### config.mk
export PLATFORM = sky130hd
export DESIGN_NAME = sm_seq_multiplier
export DESIGN_NICKNAME = d
export VERILOG_FILES = /design/src/rtl/sm_seq_multiplier_pkg.sv /design/src/rtl/sm_seq_multiplier.sv
export SDC_FILE = /design/constraint.sdc
export NUM_CORES = 1
export LEC_CHECK = 0
export BUFFER_PORTS_ARGS = -buffer_cell sky130_fd_sc_hd__buf_4
export CORE_ASPECT_RATIO = 1.2
export CORE_MARGIN = 2
export CORE_UTILIZATION = 48
export CTS_CLUSTER_SIZE = 30
export DETAILED_ROUTE_END_ITERATION = 8
export PLACE_DENSITY = 0.73
export SYNTH_ARGS = -nofsm -noshare
export SYNTH_HDL_FRONTEND = slang
export SYNTH_SLANG_ARGS = --single-unit
### constraint.sdc
create_clock -name clk -period 1.8 [get_ports clk]
set_input_delay 0.45 -clock clk [delete_from_list [all_inputs] [get_ports clk]]
set_output_delay 0.45 -clock clk [all_outputs]
set_load 0.05 [all_outputs]
### src/rtl/sm_seq_multiplier_pkg.sv
// -----------------------------------------------------------------------------
// calc_pkg
// Shared definitions for the signed calculator datapath blocks.
//   - state_e         : control state of the sequential multiplier
//   - CALC_DEFAULT_W  : default operand width (sign + magnitude), shared with
//                       the combinational adder/multiplier blocks
//   - sm_sign/sm_mag  : field extraction for sign-magnitude operands of up to
//                       16 bits; the caller passes the true operand width
// -----------------------------------------------------------------------------
package calc_pkg;

    localparam int CALC_DEFAULT_W = 3;

    typedef enum logic [1:0] {
        ST_IDLE = 2'd0,
        ST_BUSY = 2'd1,
        ST_DONE = 2'd2
    } state_e;

    // Sign bit of a w-bit sign-magnitude value held in the low bits of v.
    function automatic logic sm_sign(input logic [15:0] v, input int w);
        return v[w-1];
    endfunction

    // Magnitude field (low w-1 bits) of a w-bit sign-magnitude value.
    function automatic logic [15:0] sm_mag(input logic [15:0] v, input int w);
        return v & ((16'h0001 << (w - 1)) - 16'h0001);
    endfunction

endpackage

### src/rtl/sm_seq_multiplier.sv
// -----------------------------------------------------------------------------
// sm_seq_multiplier
// Multi-cycle sign-magnitude multiplier. The magnitudes are multiplied by
// iterative shift-add, one multiplier bit per cycle, for exactly MAG cycles
// (no early exit). The result sign is the XOR of the operand signs, forced to
// 0 when the magnitude product is zero.
//
// Ports
//   clk        in   rising-edge clock
//   rst_n      in   asynchronous active-low reset
//   A, B       in   W-bit sign-magnitude operands (MSB = sign)
//   in_valid   in   operands valid
//   in_ready   out  operands can be accepted (IDLE only)
//   P          out  PW-bit sign-magnitude product, P[PW-1] = sign; registered,
//                   updated only when a result completes
//   out_valid  out  P valid (DONE)
//   out_ready  in   consumer takes P
//   busy       out  operation in flight (BUSY or DONE)
// -----------------------------------------------------------------------------
module sm_seq_multiplier
    import calc_pkg::*;
#(
    parameter int W = CALC_DEFAULT_W
) (
    input  logic              clk,
    input  logic              rst_n,
    input  logic [W-1:0]      A,
    input  logic [W-1:0]      B,
    input  logic              in_valid,
    output logic              in_ready,
    output logic [2*W-2:0]    P,
    output logic              out_valid,
    input  logic              out_ready,
    output logic              busy
);

    localparam int MAG = W - 1;
    localparam int PW  = 2 * W - 1;
    localparam int AW  = 2 * MAG;
    localparam int CW  = $clog2(MAG + 1);

    state_e          state_q, state_d;
    logic            sign_q, sign_d;
    logic [MAG-1:0]  mcand_q, mcand_d;
    logic [MAG-1:0]  mplr_q, mplr_d;
    logic [AW-1:0]   acc_q, acc_d;
    logic [CW-1:0]   cnt_q, cnt_d;
    logic [PW-1:0]   p_q, p_d;
    logic            in_ready_q;
    logic            out_valid_q;
    logic            busy_q;
    logic [AW-1:0]   partial_s;

    // Next-state, datapath and result composition.
    always_comb begin
        state_d = state_q;
        sign_d  = sign_q;
        mcand_d = mcand_q;
        mplr_d  = mplr_q;
        acc_d   = acc_q;
        cnt_d   = cnt_q;
        p_d     = p_q;

        // Shifted multiplicand contributed by the current multiplier bit.
        if (mplr_q[0]) begin
            partial_s = AW'(mcand_q) << cnt_q;
        end else begin
            partial_s = {AW{1'b0}};
        end

        case (state_q)
            ST_IDLE: begin
                if (in_valid && in_ready_q) begin
                    sign_d  = sm_sign(16'(A), W) ^ sm_sign(16'(B), W);
                    mcand_d = MAG'(sm_mag(16'(A), W));
                    mplr_d  = MAG'(sm_mag(16'(B), W));
                    acc_d   = {AW{1'b0}};
                    cnt_d   = {CW{1'b0}};
                    state_d = ST_BUSY;
                end else begin
                    state_d = ST_IDLE;
                end
            end
            ST_BUSY: begin
                acc_d  = acc_q + partial_s;
                mplr_d = mplr_q >> 1'b1;
                cnt_d  = cnt_q + CW'(1);
                // Last magnitude bit: publish the result on this same edge so
                // out_valid rises exactly MAG cycles after the accept edge.
                if (cnt_q == CW'(MAG - 1)) begin
                    p_d     = {sign_q & (acc_d != {AW{1'b0}}), acc_d};
                    state_d = ST_DONE;
                end else begin
                    state_d = ST_BUSY;
                end
            end
            ST_DONE: begin
                if (out_ready) begin
                    state_d = ST_IDLE;
                end else begin
                    state_d = ST_DONE;
                end
            end
            default: begin
                state_d = ST_IDLE;
            end
        endcase
    end

    // State, datapath and decoded-output registers.
    always_ff @(posedge clk or negedge rst_n) begin
        if (!rst_n) begin
            state_q     <= ST_IDLE;
            sign_q      <= 1'b0;
            mcand_q     <= {MAG{1'b0}};
            mplr_q      <= {MAG{1'b0}};
            acc_q       <= {AW{1'b0}};
            cnt_q       <= {CW{1'b0}};
            p_q         <= {PW{1'b0}};
            in_ready_q  <= 1'b1;
            out_valid_q <= 1'b0;
            busy_q      <= 1'b0;
        end else begin
            state_q     <= state_d;
            sign_q      <= sign_d;
            mcand_q     <= mcand_d;
            mplr_q      <= mplr_d;
            acc_q       <= acc_d;
            cnt_q       <= cnt_d;
            p_q         <= p_d;
            // Handshake outputs are decoded from the next state so they are
            // flops that always agree with state_q.
            in_ready_q  <= (state_d == ST_IDLE);
            out_valid_q <= (state_d == ST_DONE);
            busy_q      <= (state_d != ST_IDLE);
        end
    end

    assign in_ready  = in_ready_q;
    assign out_valid = out_valid_q;
    assign busy      = busy_q;
    assign P         = p_q;

endmodule

# Word level (Yosys, flattened, before mapping)
# Cells that the tools add are included.
[totals]
output_inout_bits = 8
elab_cells = 40
register_bits = 21
[classes]
bitwise = 2
n_reduce_logical = 9
n_eq_ne = 5
shifts = 1
addsub = 2
muxes = 11
[op_table]
columns = ["op", "n"]
rows = [
  ["$mux 2", 4],
  ["$mux 4", 2],
  ["$pmux 2 s2", 2],
  ["$pmux 4 s2", 1],
  ["$pmux 2 s3", 1],
  ["$reduce_and 2->1", 3],
  ["$add 4x4->4", 1],
  ["$eq 2x1->1 const B", 2],
  ["$eq 2x2->1 const B", 2],
  ["$logic_not 2->1", 2],
  ["$reduce_bool 2->1", 2],
  ["$reduce_bool 4->1", 1],
  ["$shl 2x2->4", 1],
  ["$add 2x1->2 const B", 1],
  ["$ne 2x2->1 const B", 1],
  ["$and 1x1->1", 1],
  ["$logic_and 1x1->1", 1],
  ["$mux 1", 1],
  ["$xor 1x1->1", 1],
]

# Longest topological paths before layout
# Gate-level depths: netlist of run 1.
[logic_depth]
depth_word = 5
mapped_depth = 9
ltp_nobuf = 9

# Worst setup path before layout of run 1
# OpenSTA, ideal clock, no wires.
[synth_timing]
path_type = "flip-flop to flip-flop"
start = "reg cnt_q[0]"
end = "reg acc_q[3]"
arrival_time_ps = 1823
path_slack_ps = -155
path_buffers = 0
path_stages_with_launch = 8
synth_period_minus_slack_ps = 1955
setup_ps = 132
required_ps = 1668
path_cell_list = "dfrtp_1 > mux2i_1 > nor3b_1 > ha_1 > and3_1 > o32a_1 > a22oi_2 > o22ai_1"
[synth_via]
elab_chain_cells = 4
[synth_rtl]
columns = ["element", "line", "source"]
rows = [
  ["start: declaration", "sm_seq_multiplier.sv:47", "logic [CW-1:0] cnt_q, cnt_d;"],
  ["start signal: assignment", "sm_seq_multiplier.sv:118", "cnt_q <= {CW{1'b0}};"],
  ["start signal: assignment", "sm_seq_multiplier.sv:129", "cnt_q <= cnt_d;"],
  ["$shl 2x2->4", "sm_seq_multiplier.sv:66", "partial_s = AW'(mcand_q) << cnt_q;"],
  ["$mux 4", "sm_seq_multiplier.sv:65", "if (mplr_q[0]) begin"],
  ["$add 4x4->4", "sm_seq_multiplier.sv:85", "acc_d = acc_q + partial_s;"],
  ["$pmux 4 s2", "sm_seq_multiplier.sv:71", "case (state_q)"],
  ["end signal: assignment", "sm_seq_multiplier.sv:117", "acc_q <= {AW{1'b0}};"],
  ["end: declaration", "sm_seq_multiplier.sv:46", "logic [AW-1:0] acc_q, acc_d;"],
]
# No other way between the ends.
# A chain may end at the register's enable or synchronous reset.

# Worst setup path in the final report of run 1
[layout_timing]
start = "reg cnt_q[0]"
end = "reg p_q[4], in the netlist P[4]"
[layout_via]
elab_chain_cells = 5
word_cells_on_any_way = 7
[layout_rtl]
columns = ["element", "line", "source"]
rows = [
  ["$shl 2x2->4", "sm_seq_multiplier.sv:66", ""],
  ["$mux 4", "sm_seq_multiplier.sv:65", ""],
  ["$add 4x4->4", "sm_seq_multiplier.sv:85", ""],
  ["$reduce_bool 4->1", "sm_seq_multiplier.sv:91", "p_d = {sign_q & (acc_d != {AW{1'b0}}), acc_d};"],
  ["$and 1x1->1", "sm_seq_multiplier.sv:91", ""],
  ["end signal: assignment", "sm_seq_multiplier.sv:119", "p_q <= {PW{1'b0}};"],
  ["end signal: assignment", "sm_seq_multiplier.sv:130", "p_q <= p_d;"],
  ["end: declaration", "sm_seq_multiplier.sv:48", "logic [PW-1:0] p_q, p_d;"],
]
# Several ways; a longest one is shown, not always the timed one.

==> key figures, run 1 <==
Final layout
  – Number of diodes: 0
  – Final non-filler cell total: 161
  – Synth-to-Final Area Change: 34.0%
  – Share of layout cells above drive strength 1: 45.8%
  – Most frequent cells in the layout: buf_4 (32), dfrtp_1 (17), nand2_1 (16), o21ai_0 (8), a21oi_1 (6)
  – Commonest non-fill, non-tap cell in the layout: buf_4
  – Layout net count: 147
  – Design Area, Final: 0.00138 sq mm

Global route
  – First-pass GRT wire length: 3660 microns
  – Initial antenna violation count: 0
  – Vias in the first global route: 839
  – Largest net degree at the start of global routing: 22
  – Gr usage total: 20.3%
  – GRT Residual Overflow: 0

Floorplan
  – Number of top-level pins: 18
  – Full die area: 0.00253 sq mm
  – Die Ht: ~55 microns
  – Core Region: slightly above 0.002 sq mm
  – Die X: 46.3 microns
  – Initial Util: 50.2%
  – Cell Rows: 18

STA
  – Worst-margin pin slew: 0.369 ns
  – Final setup violation count: 4
  – Fmax achieved: 0.526 GHz
  – Final worst setup slack: -0.103 ns
  – Worst Skew: 0.00922 ns
  – Tmin final: 1.90 ns
  – Setup TNS: -0.169 ns
  – Rel. slew slack: 75.3%
  – RSZ-0062 raised after global routing: yes
  – Final hold violation count: 0
  – Max-slew violations: 0
  – Period utilization: 106%
  – WHS: around 0.0052 ns

Clocking
  – CTS tree: yes
  – CTS buffer count: 3
  – Reg clk slew, reported paths: 0.12 ns
  – Clock Sinks: 21
  – Clock Latency Late Sink: 0.30 ns
  – H-tree depth: 1
  – Clock Tree Buf Depth: 2
  – CTS Hold Buffers Added: 0
  – Clock Root Buffer: clkbuf_4

Place
  – IO buf count: 17
  – Placed cell count: 152
  – Pre-CTS setup slack: -0.156 ns
  – DP HPWL: 1610 microns
  – Placed cell areas: between 0.001 and 0.0015 sq mm
  – Routability cong.: 0.745

Synth
  – Mapped cell area: 0.00103 sq mm
  – Mapped Cells: 96
  – YS warnings: 0
  – Main synth FF type: dfrtp_1
  – Post-synthesis sequential area ratio: 51.2%
  – Asr flop ratio synth: 100%
  – Syn Area/Cell: 10.7 sq um
  – Post-synth EDFFs: 0
  – Number of synthesized register bits: 21
  – Syn Nets: 111
  – Synth cell types: 31

Power
  – Peak VDD IR: 1.29 mV
  – P_leak: 0.652 nW
  – Power Density: 1850 mW/mm^2

Worst setup path
  – Arr. time, crit path: 2.10 ns
  – Crit path launch type: register
  – WS Path Type: register to register
  – CP required: 2.00 ns
  – Endpoint class of the critical path: register
  – CP max FO: 5

Routing
  – Residual DRC: 0
  – Routed vias/inst: 5.20
  – Routed len/inst: 13.5 microns
  – Vias: roughly 840
  – Post-route ant nets: 0
  – DRT Pass-1 Iters: 4
  – Initial DRC Count: 3
  – Post-Route WL: 2170 microns

Hold path
  – Worst hold path class: primary input to asynchronous set/reset pin

Run
  – MaxCap Viol Count: 0

Run status
  – Status: complete, but fails checks
  – Failing checks: negative setup slack
## path summary, 6_finish.rpt
path                               start    endpoint  slack [ns]  cells past startpoint
worst max-delay path            cnt_q[0]        P[4]       -0.10                      6
worst min-delay path               rst_n   out_valid       0.005                      1
worst max register to register  cnt_q[0]        P[4]       -0.10                      6
worst min register to register      P[2]        P[2]        0.51                      2
max in group asynchronous          rst_n    in_ready        1.51                      1
min in group clk                    A[0]  mcand_q[0]        0.39                      2
## layer usage
layer | global-route usage [%] | share of wire (%) | vias to the layer above
met5 | 0 | 0 | -
met1 | 24.8 | 44 | 415
met4 | 5.71 | 0.78 | 0
met2 | 36.6 | 54 | 8
li1 | - | - | 412
met3 | 2.97 | 1.6 | 2
## Yosys cell counts, types with 2 or more instances
library cell	instances	area, sq um
dfrtp_1	20	500
nand2_1	16	60.1
o21ai_0	8	40.0
a21oi_1	6	30.0
mux2_2	5	56.3
nor2_1	5	18.8
ha_1	4	50.1
inv_1	4	15.0
mux2i_1	3	30.0
o22ai_1	3	18.8
xnor2_1	2	17.5
## power by group
part / switching [mW] / total [mW] / internal, mW
registers: 0.194 / 0.889 / 0.694
logic: 0.786 / 1.44 / 0.653
clock network: 0.142 / 0.225 / 0.0828
total: 1.12 / 2.55 / 1.43
## cell families after synthesis
group	after synthesis	synth area share, %
AND/OR/NAND/NOR	31	15.4
AO/OA/AOI/OAI	24	14.6
flip-flops	21	51.2
multiplexers	8	8.38
buffers and inverters	5	1.94
adder cells (fa/ha/maj)	5	6.80
XOR/XNOR	2	1.70
## what timing repair did
item,4_1_cts,5_1_grt
pin swaps,6,5
setup endpoints to repair,6,7
buffers inserted,4,1
resized for setup,3,5
## stage by stage
step / power (mW) / utilization, %
floorplan: 1.72 / -
global placement: 2.16 / 62.6
detailed placement: 2.20 / 62.6
CTS: 2.51 / 66.2
global route: 2.74 / 67.3
finish: 2.55 / 67.3
## flip-flops by register name, indices dropped and copies added (netlist names), 2 cells and up
| signal | flops |
|---|---|
| P | 5 |
| acc_q | 4 |
| cnt_q | 2 |
| mcand_q | 2 |
| mplr_q | 2 |
| state_q | 2 |
## worst max-delay path, stage by stage, from the launching register on
cell and delay [ns]:
dfrtp_2 0.45, mux2i_2 0.17, nor3b_2 0.21, buf_4 0.15, fa_2 0.46, nor4b_2 0.26, a21oi_1 0.09
## layout make-up
class | instances | area [sq um]
flip-flops and latches | 21 | 531
inverters | 4 | 15.0
repair buffers | 32 | 240
clock inverters | 1 | 5.00
clock buffers | 3 | 22.5
well taps | 30 | 37.5
multi-input cells | 70 | 529
fillers | 167 | 669
No activity file was read; power rests on OpenSTA's default activity.
==> run 2, diff against run 1 <==
==> constraint.sdc (replaced) <==
create_clock -name clk -period 1.8 [get_ports clk]
set_input_delay 0 -clock clk [delete_from_list [all_inputs] [get_ports clk]]
set_output_delay 0 -clock clk [all_outputs]
set_load 0.05 [all_outputs]
==> run 2 against run 1 <==
- the flow still finishes with violations (negative setup slack)
- core utilization up 4.0 points
- register-to-register slack lost 0.04 ns
- sequential share of layout area fell by 2.2 points
- via count up 5.4%
- final cell count rose by 4.3%
- final area grew 5.9%
- clock skew down 0.0016 ns
- die area stayed put
- critical endpoint unchanged
- largest cell class is now multi-input gates
==> key figures, run 2 (synthesis results as in run 1) <==
Run status
  – Status: complete, but fails checks
  – Failing checks: negative setup slack

STA
  – Final setup violation count: 4 (unchanged)
  – Final hold violation count: 0 (unchanged)
  – Worst Skew: 0.00759 ns (-0.00163 ns)
  – Fmax achieved: 0.515 GHz (-2.0%)
  – Rel. slew slack: 74.8% (-0.56 points)
  – Setup TNS: -0.262 ns (-0.0921 ns)
  – Period utilization: 108% (+2.1 points)
  – Max-slew violations: 0 (unchanged)
  – Tmin final: 1.94 ns (+0.0382 ns)
  – Final worst setup slack: -0.141 ns (-0.0382 ns)
  – Worst-margin pin slew: 0.378 ns (+0.00840 ns)
  – RSZ-0062 raised after global routing: yes
  – WHS: 0.0978 ns (+0.0926 ns)

Clocking
  – Clock Root Buffer: clkbuf_4
  – Clock Latency Late Sink: 0.30 ns (about the same)
  – H-tree depth: 1 (unchanged)
  – Clock Tree Buf Depth: 2 (unchanged)
  – Reg clk slew, reported paths: 0.12 ns (about the same)
  – Clock Sinks: 21 (unchanged)
  – CTS buffer count: 3 (unchanged)
  – CTS tree: yes

Worst setup path
  – CP max FO: 5 (unchanged)
  – Reg2Reg Setup Slack: -0.14 ns (-0.04 ns)
  – Endpoint class of the critical path: register
  – Slowest cell on the critical path: dfrtp_2
  – Arr. time, crit path: 2.13 ns (+0.03 ns)
  – Critical Path Sink: P[4]
  – CP required: 1.99 ns (about the same)
  – Crit path launch type: register
  – CP top delay family: simple AND/OR/NAND/NOR gates
  – CP peak stage delay: 0.46 ns (about the same)
  – Cells along the critical path: mux2i_2, nor3b_2, buf_4, fa_2, nor4b_2, a21oi_1
  – Worst setup path startpoint: cnt_q[0]
  – Reg2Reg Launch Point: cnt_q[0]
  – CP Depth: 6 (unchanged)
  – WP buf/inv: 1 (unchanged)
  – Reg2reg path depth: 6 (unchanged)
  – Worst reg2reg endpoint: P[4]
  – WS Path Type: register to register

Final layout
  – Max FFs per register: 5 (unchanged)
  – Final non-filler cell total: 168 (+4.3%)
  – Layout net count: 154 (+4.8%)
  – FILL cells: 164 (-1.8%)
  – Most frequent cells in the layout: buf_4 (31), dfrtp_1 (18), nand2_1 (16), dlygate4sd3_1 (8), o21ai_0 (7)
  – Share of layout cells above drive strength 1: 42.0% (-3.8 points)
  – Number of diodes: 0 (unchanged)
  – Commonest non-fill, non-tap cell in the layout: buf_4
  – Synth-to-Final Area Change: 41.9%

Global route
  – Largest net degree at the start of global routing: 22 (unchanged)
  – First-pass GRT wire length: 3910 microns (+6.8%)
  – GRT Residual Overflow: 0 (unchanged)
  – Gr usage total: 21.7% (+1.4 points)
  – Vias in the first global route: 875 (+4.3%)
  – Initial antenna violation count: 0 (unchanged)

Routing
  – Wire length on met3: 39 microns (+15%)
  – Initial DRC Count: 7 (+4)
  – DRT Pass-1 Iters: 4 (unchanged)
  – Residual DRC: 0 (unchanged)
  – Routed len/inst: 14.4 microns (+6.8%)
  – Met2 Wirelength: 1330 microns (+14%)
  – M1 WL: 1030 microns (+8.1%)
  – Post-route ant nets: 0 (unchanged)
  – Vias: 882 (+5.4%)
  – Routed vias/inst: 5.25 (+0.99%)
  – Highest metal used: met4
  – Post-Route WL: 2420 microns (+11%)

Place
  – DP HPWL: 1610 microns (unchanged)
  – Placed cell count: 152 (unchanged)
  – IO buf count: 17 (unchanged)
  – Routability cong.: 0.745 (unchanged)
  – Pre-CTS setup slack: -0.156 ns (unchanged)

Floorplan
  – Die Ht: 54.7 microns (unchanged)
  – Cell Rows: 18 (unchanged)
  – Initial Util: 50.2% (unchanged)
  – Core Region: 0.00205 sq mm (unchanged)
  – Full die area: 0.00253 sq mm (unchanged)
  – Number of top-level pins: 18 (unchanged)
  – Die X: 46.3 microns (unchanged)

Hold path
  – Worst hold path class: primary input to register

Power
  – Peak VDD IR: 1.28 mV (-1.3%)
  – Power, Total: 2.59 mW (+1.7%)
  – P_leak: 0.682 nW (+4.6%)
  – Power Density: 1780 mW/mm^2 (-4.0%)

Run
  – MaxCap Viol Count: 0 (unchanged)
## run 2: changes by cell type in the layout (fill, tap and decap cells not counted), sizes merged
cell	change
dlygate4sd3	+8
buf	-1
## run 2: how the worst min path moves through the flow
stage / start / end / slack (ns) / cells after the start
floorplan: rst_n / P[0] / -0.30 / 0
global placement: rst_n / out_valid / -0.10 / 1
detailed placement: rst_n / out_valid / -0.10 / 1
CTS: rst_n / out_valid / 0.1 / 2
global route: in_valid / busy / 0.13 / 3
finish: in_valid / busy / 0.1 / 3
## run 2: where the power goes
group	total, mW	switching [mW]	leakage (nW)	internal, mW
clock	0.224	0.141	0.0177	0.0829
combinational	1.48	0.811	0.400	0.666
sequential	0.894	0.201	0.265	0.693
total	2.59	1.15	0.682	1.44
## run 2: layer usage
layer / track usage, % / vias to the layer above
met5: 0 / -
met4: 7.14 / 0
met3: 3.30 / 4
met2: 37.0 / 11
met1: 27.7 / 440
li1: - / 427
## run 2: worst min-delay path, cell delays in order
cell and delay (ns):
buf_4 0.08, a21oi_1 0.07, o21ai_0 0.21
## run 2: layout make-up
class | count | area, sq um | share of cell area, %
Tap cell | 30 | 37.5 | 2.57
Clock inverter | 1 | 5.00 | 0.342
Inverter | 4 | 15.0 | 1.03
Sequential cell | 21 | 529 | 36.2
Multi-Input combinational cell | 70 | 539 | 36.9
Timing Repair Buffer | 39 | 313 | 21.4
Clock buffer | 3 | 22.5 | 1.54
## run 2: repair_timing
action,CTS,global route
cloned,0,0
buffers inserted,4,0
resized for setup,3,6
endpoints found under the hold margin,28,0
hold buffers,8,0
pin swaps,6,4
setup endpoints to repair,6,7
## run 2: per-stage QoR
step	utilization, %	area (sq um)
2_1_floorplan	-	1050
3_3_place_gp	62.6	1280
3_5_place_dp	62.6	1280
4_1_cts	70.1	1440
5_1_grt	71.3	1460
6_report	71.3	1460
==> run 3, diff against run 2 <==
Settings changed: REMOVE_ABC_BUFFERS set to 1.
==> run 3 against run 2 <==
- the run still ends with negative setup slack left
- first-iteration DRC count rose by 140%
- register-to-register slack barely moved
- final area rose by 2.0%
- largest cell class unchanged
- largest power group unchanged
- highest routed layer unchanged
==> key figures, run 3 (synthesis results as in run 1) <==
Clocking
  – Clock Root Buffer: clkbuf_4
  – Reg clk slew, reported paths: 0.11 ns (about the same)
  – CTS tree: yes
  – H-tree depth: 1 (unchanged)
  – Clock Tree Buf Depth: 2 (unchanged)
  – CTS buffer count: 3 (unchanged)
  – Clock Latency Late Sink: 0.29 ns (about the same)
  – Clock Sinks: 21 (unchanged)

Final layout
  – Max FFs per register: 5 (unchanged)
  – Commonest non-fill, non-tap cell in the layout: buf_4
  – Synth-to-Final Area Change: 44.7%
  – Layout net count: 154 (unchanged)
  – Share of layout cells above drive strength 1: 42.8% (+0.72 points)
  – Number of diodes: 0 (unchanged)
  – Most frequent cells in the layout: buf_4 (30), dfrtp_1 (20), nand2_1 (14), dlygate4sd3_1 (8)
  – Final non-filler cell total: 168 (unchanged)
  – FILL cells: 142 (-13%)

STA
  – Tmin final: 1.95 ns (+0.0126 ns)
  – Period utilization: 109% (+0.70 points)
  – Worst Skew: 0.00331 ns (-0.00428 ns)
  – Final setup violation count: 5 (+1)
  – Rel. slew slack: 77.0% (+2.3 points)
  – Final hold violation count: 0 (unchanged)
  – Worst-margin pin slew: 0.343 ns (-0.0347 ns)
  – WHS: 0.0954 ns (-0.00244 ns)
  – Setup TNS: -0.573 ns (-0.312 ns)
  – Max-slew violations: 0 (unchanged)
  – RSZ-0062 raised after global routing: yes
  – Fmax achieved: 0.512 GHz (-0.65%)
  – Final worst setup slack: -0.153 ns (-0.0126 ns)

Worst setup path
  – Worst reg2reg endpoint: acc_q[3]
  – Critical Path Sink: acc_q[3]
  – Worst setup path startpoint: cnt_q[0]
  – Arr. time, crit path: 2.13 ns (about the same)
  – Reg2reg path depth: 8 (+2)
  – WS Path Type: register to register
  – Reg2Reg Launch Point: cnt_q[0]
  – CP required: 1.98 ns (about the same)
  – Crit path launch type: register
  – Reg2Reg Setup Slack: -0.15 ns (about the same)
  – CP max FO: 5 (unchanged)
  – Endpoint class of the critical path: register

Floorplan
  – Number of top-level pins: 18 (unchanged)
  – Die X: 46.3 microns (unchanged)
  – Initial Util: 50.2% (unchanged)
  – Core Region: 0.00205 sq mm (unchanged)
  – Cell Rows: 18 (unchanged)
  – Die Ht: 54.7 microns (unchanged)
  – Full die area: 0.00253 sq mm (unchanged)

Routing
  – Routed vias/inst: 5.33 (+1.5%)
  – Initial DRC Count: 17 (+10)
  – Post-route ant nets: 0 (unchanged)
  – DRT Pass-1 Iters: 4 (unchanged)
  – Vias: 895 (+1.5%)
  – Post-Route WL: 2350 microns (-3.0%)
  – Residual DRC: 0 (unchanged)
  – Routed len/inst: 14.0 microns (-3.0%)

Global route
  – Gr usage total: 21.2% (-0.50 points)
  – GRT Residual Overflow: 0 (unchanged)
  – First-pass GRT wire length: 3710 microns (-5.3%)
  – Vias in the first global route: 809 (-7.5%)
  – Initial antenna violation count: 0 (unchanged)
  – Largest net degree at the start of global routing: 22 (unchanged)

Run
  – MaxCap Viol Count: 0 (unchanged)

Hold path
  – Min-delay src: in_valid
  – Worst hold stages: 3 (unchanged)
  – Worst hold path class: primary input to register

Place
  – DP HPWL: 1710 microns (+6.4%)
  – IO buf count: 17 (unchanged)
  – Placed cell count: 153 (+0.66%)
  – Routability cong.: 0.814 (+9.2%)

Run status
  – Failing checks: negative setup slack
  – Status: complete, but fails checks

Power
  – P_leak: 0.685 nW (+0.43%)
  – Peak VDD IR: 1.31 mV (+3.0%)
  – Power Density: 1770 mW/mm^2 (-0.55%)
-- run 3: cell types whose count changed in the layout (fill, tap and decap cells not counted), sizes merged --
cell / before / now
clkbuf: 3 / 4
clkinv: 1 / 0
-- run 3: worst min-delay path by stage --
stage / endpoint
4_1_cts: sign_q
3_3_place_gp: P[0]
5_1_grt: busy
2_1_floorplan: P[0]
3_5_place_dp: P[2]
6_report: busy
-- run 3: area by class of cell --
class,instances,area (sq um),share of cell area (%)
sequential,21,527,35.3
multi-input combinational,70,568,38.1
clock buffer,4,26.3,1.76
tap,30,37.5,2.52
inverter,4,15.0,1.01
timing repair buffer,39,317,21.2
-- run 3: routing by layer --
metal  share of wire, %  track usage, %  vias up  routed length (microns)
li1                   -               -      434                        -
met1                 43            26.7      441                     1010
met2                 54            35.9       18                     1260
met3                2.7            3.30        2                       63
met4               0.55            8.57        0                       13
met5                  0               0        -                        0
-- run 3: where the power goes --
| part | switching [mW] | internal, mW | total [mW] |
|---|---|---|---|
| Clock | 0.130 | 0.0862 | 0.217 |
| Sequential | 0.192 | 0.689 | 0.881 |
| Combinational | 0.830 | 0.704 | 1.53 |
-- run 3: what timing repair did --
action / CTS / global route
gates resized for setup: 5 / 14
endpoints found under the setup margin: 6 / 7
pin swaps: 5 / 5
buffers inserted: 3 / 0
hold buffers: 6 / 2
hold endpoints to repair: 27 / 1
-- run 3: critical path: stages, from the launching register on --
cell,delay [ns]
dfrtp_1,0.43
mux2i_2,0.28
nor3b_2,0.07
buf_4,0.15
ha_4,0.21
and3_4,0.14
o32a_1,0.17
a22oi_2,0.28
o22ai_1,0.10
-- run 3: per-stage QoR --
step | total power [mW] | area (sq um) | util, % | setup slack (ns)
after floorplan | 1.68 | 1020 | - | -0.155
after global placement | 2.14 | 1270 | 62.1 | -0.181
after detailed placement | 2.19 | 1270 | 62.1 | -0.222
after CTS | 2.49 | 1410 | 68.7 | -0.150
after global routing | 2.80 | 1490 | 72.7 | -0.234
final | 2.63 | 1490 | 72.7 | -0.153
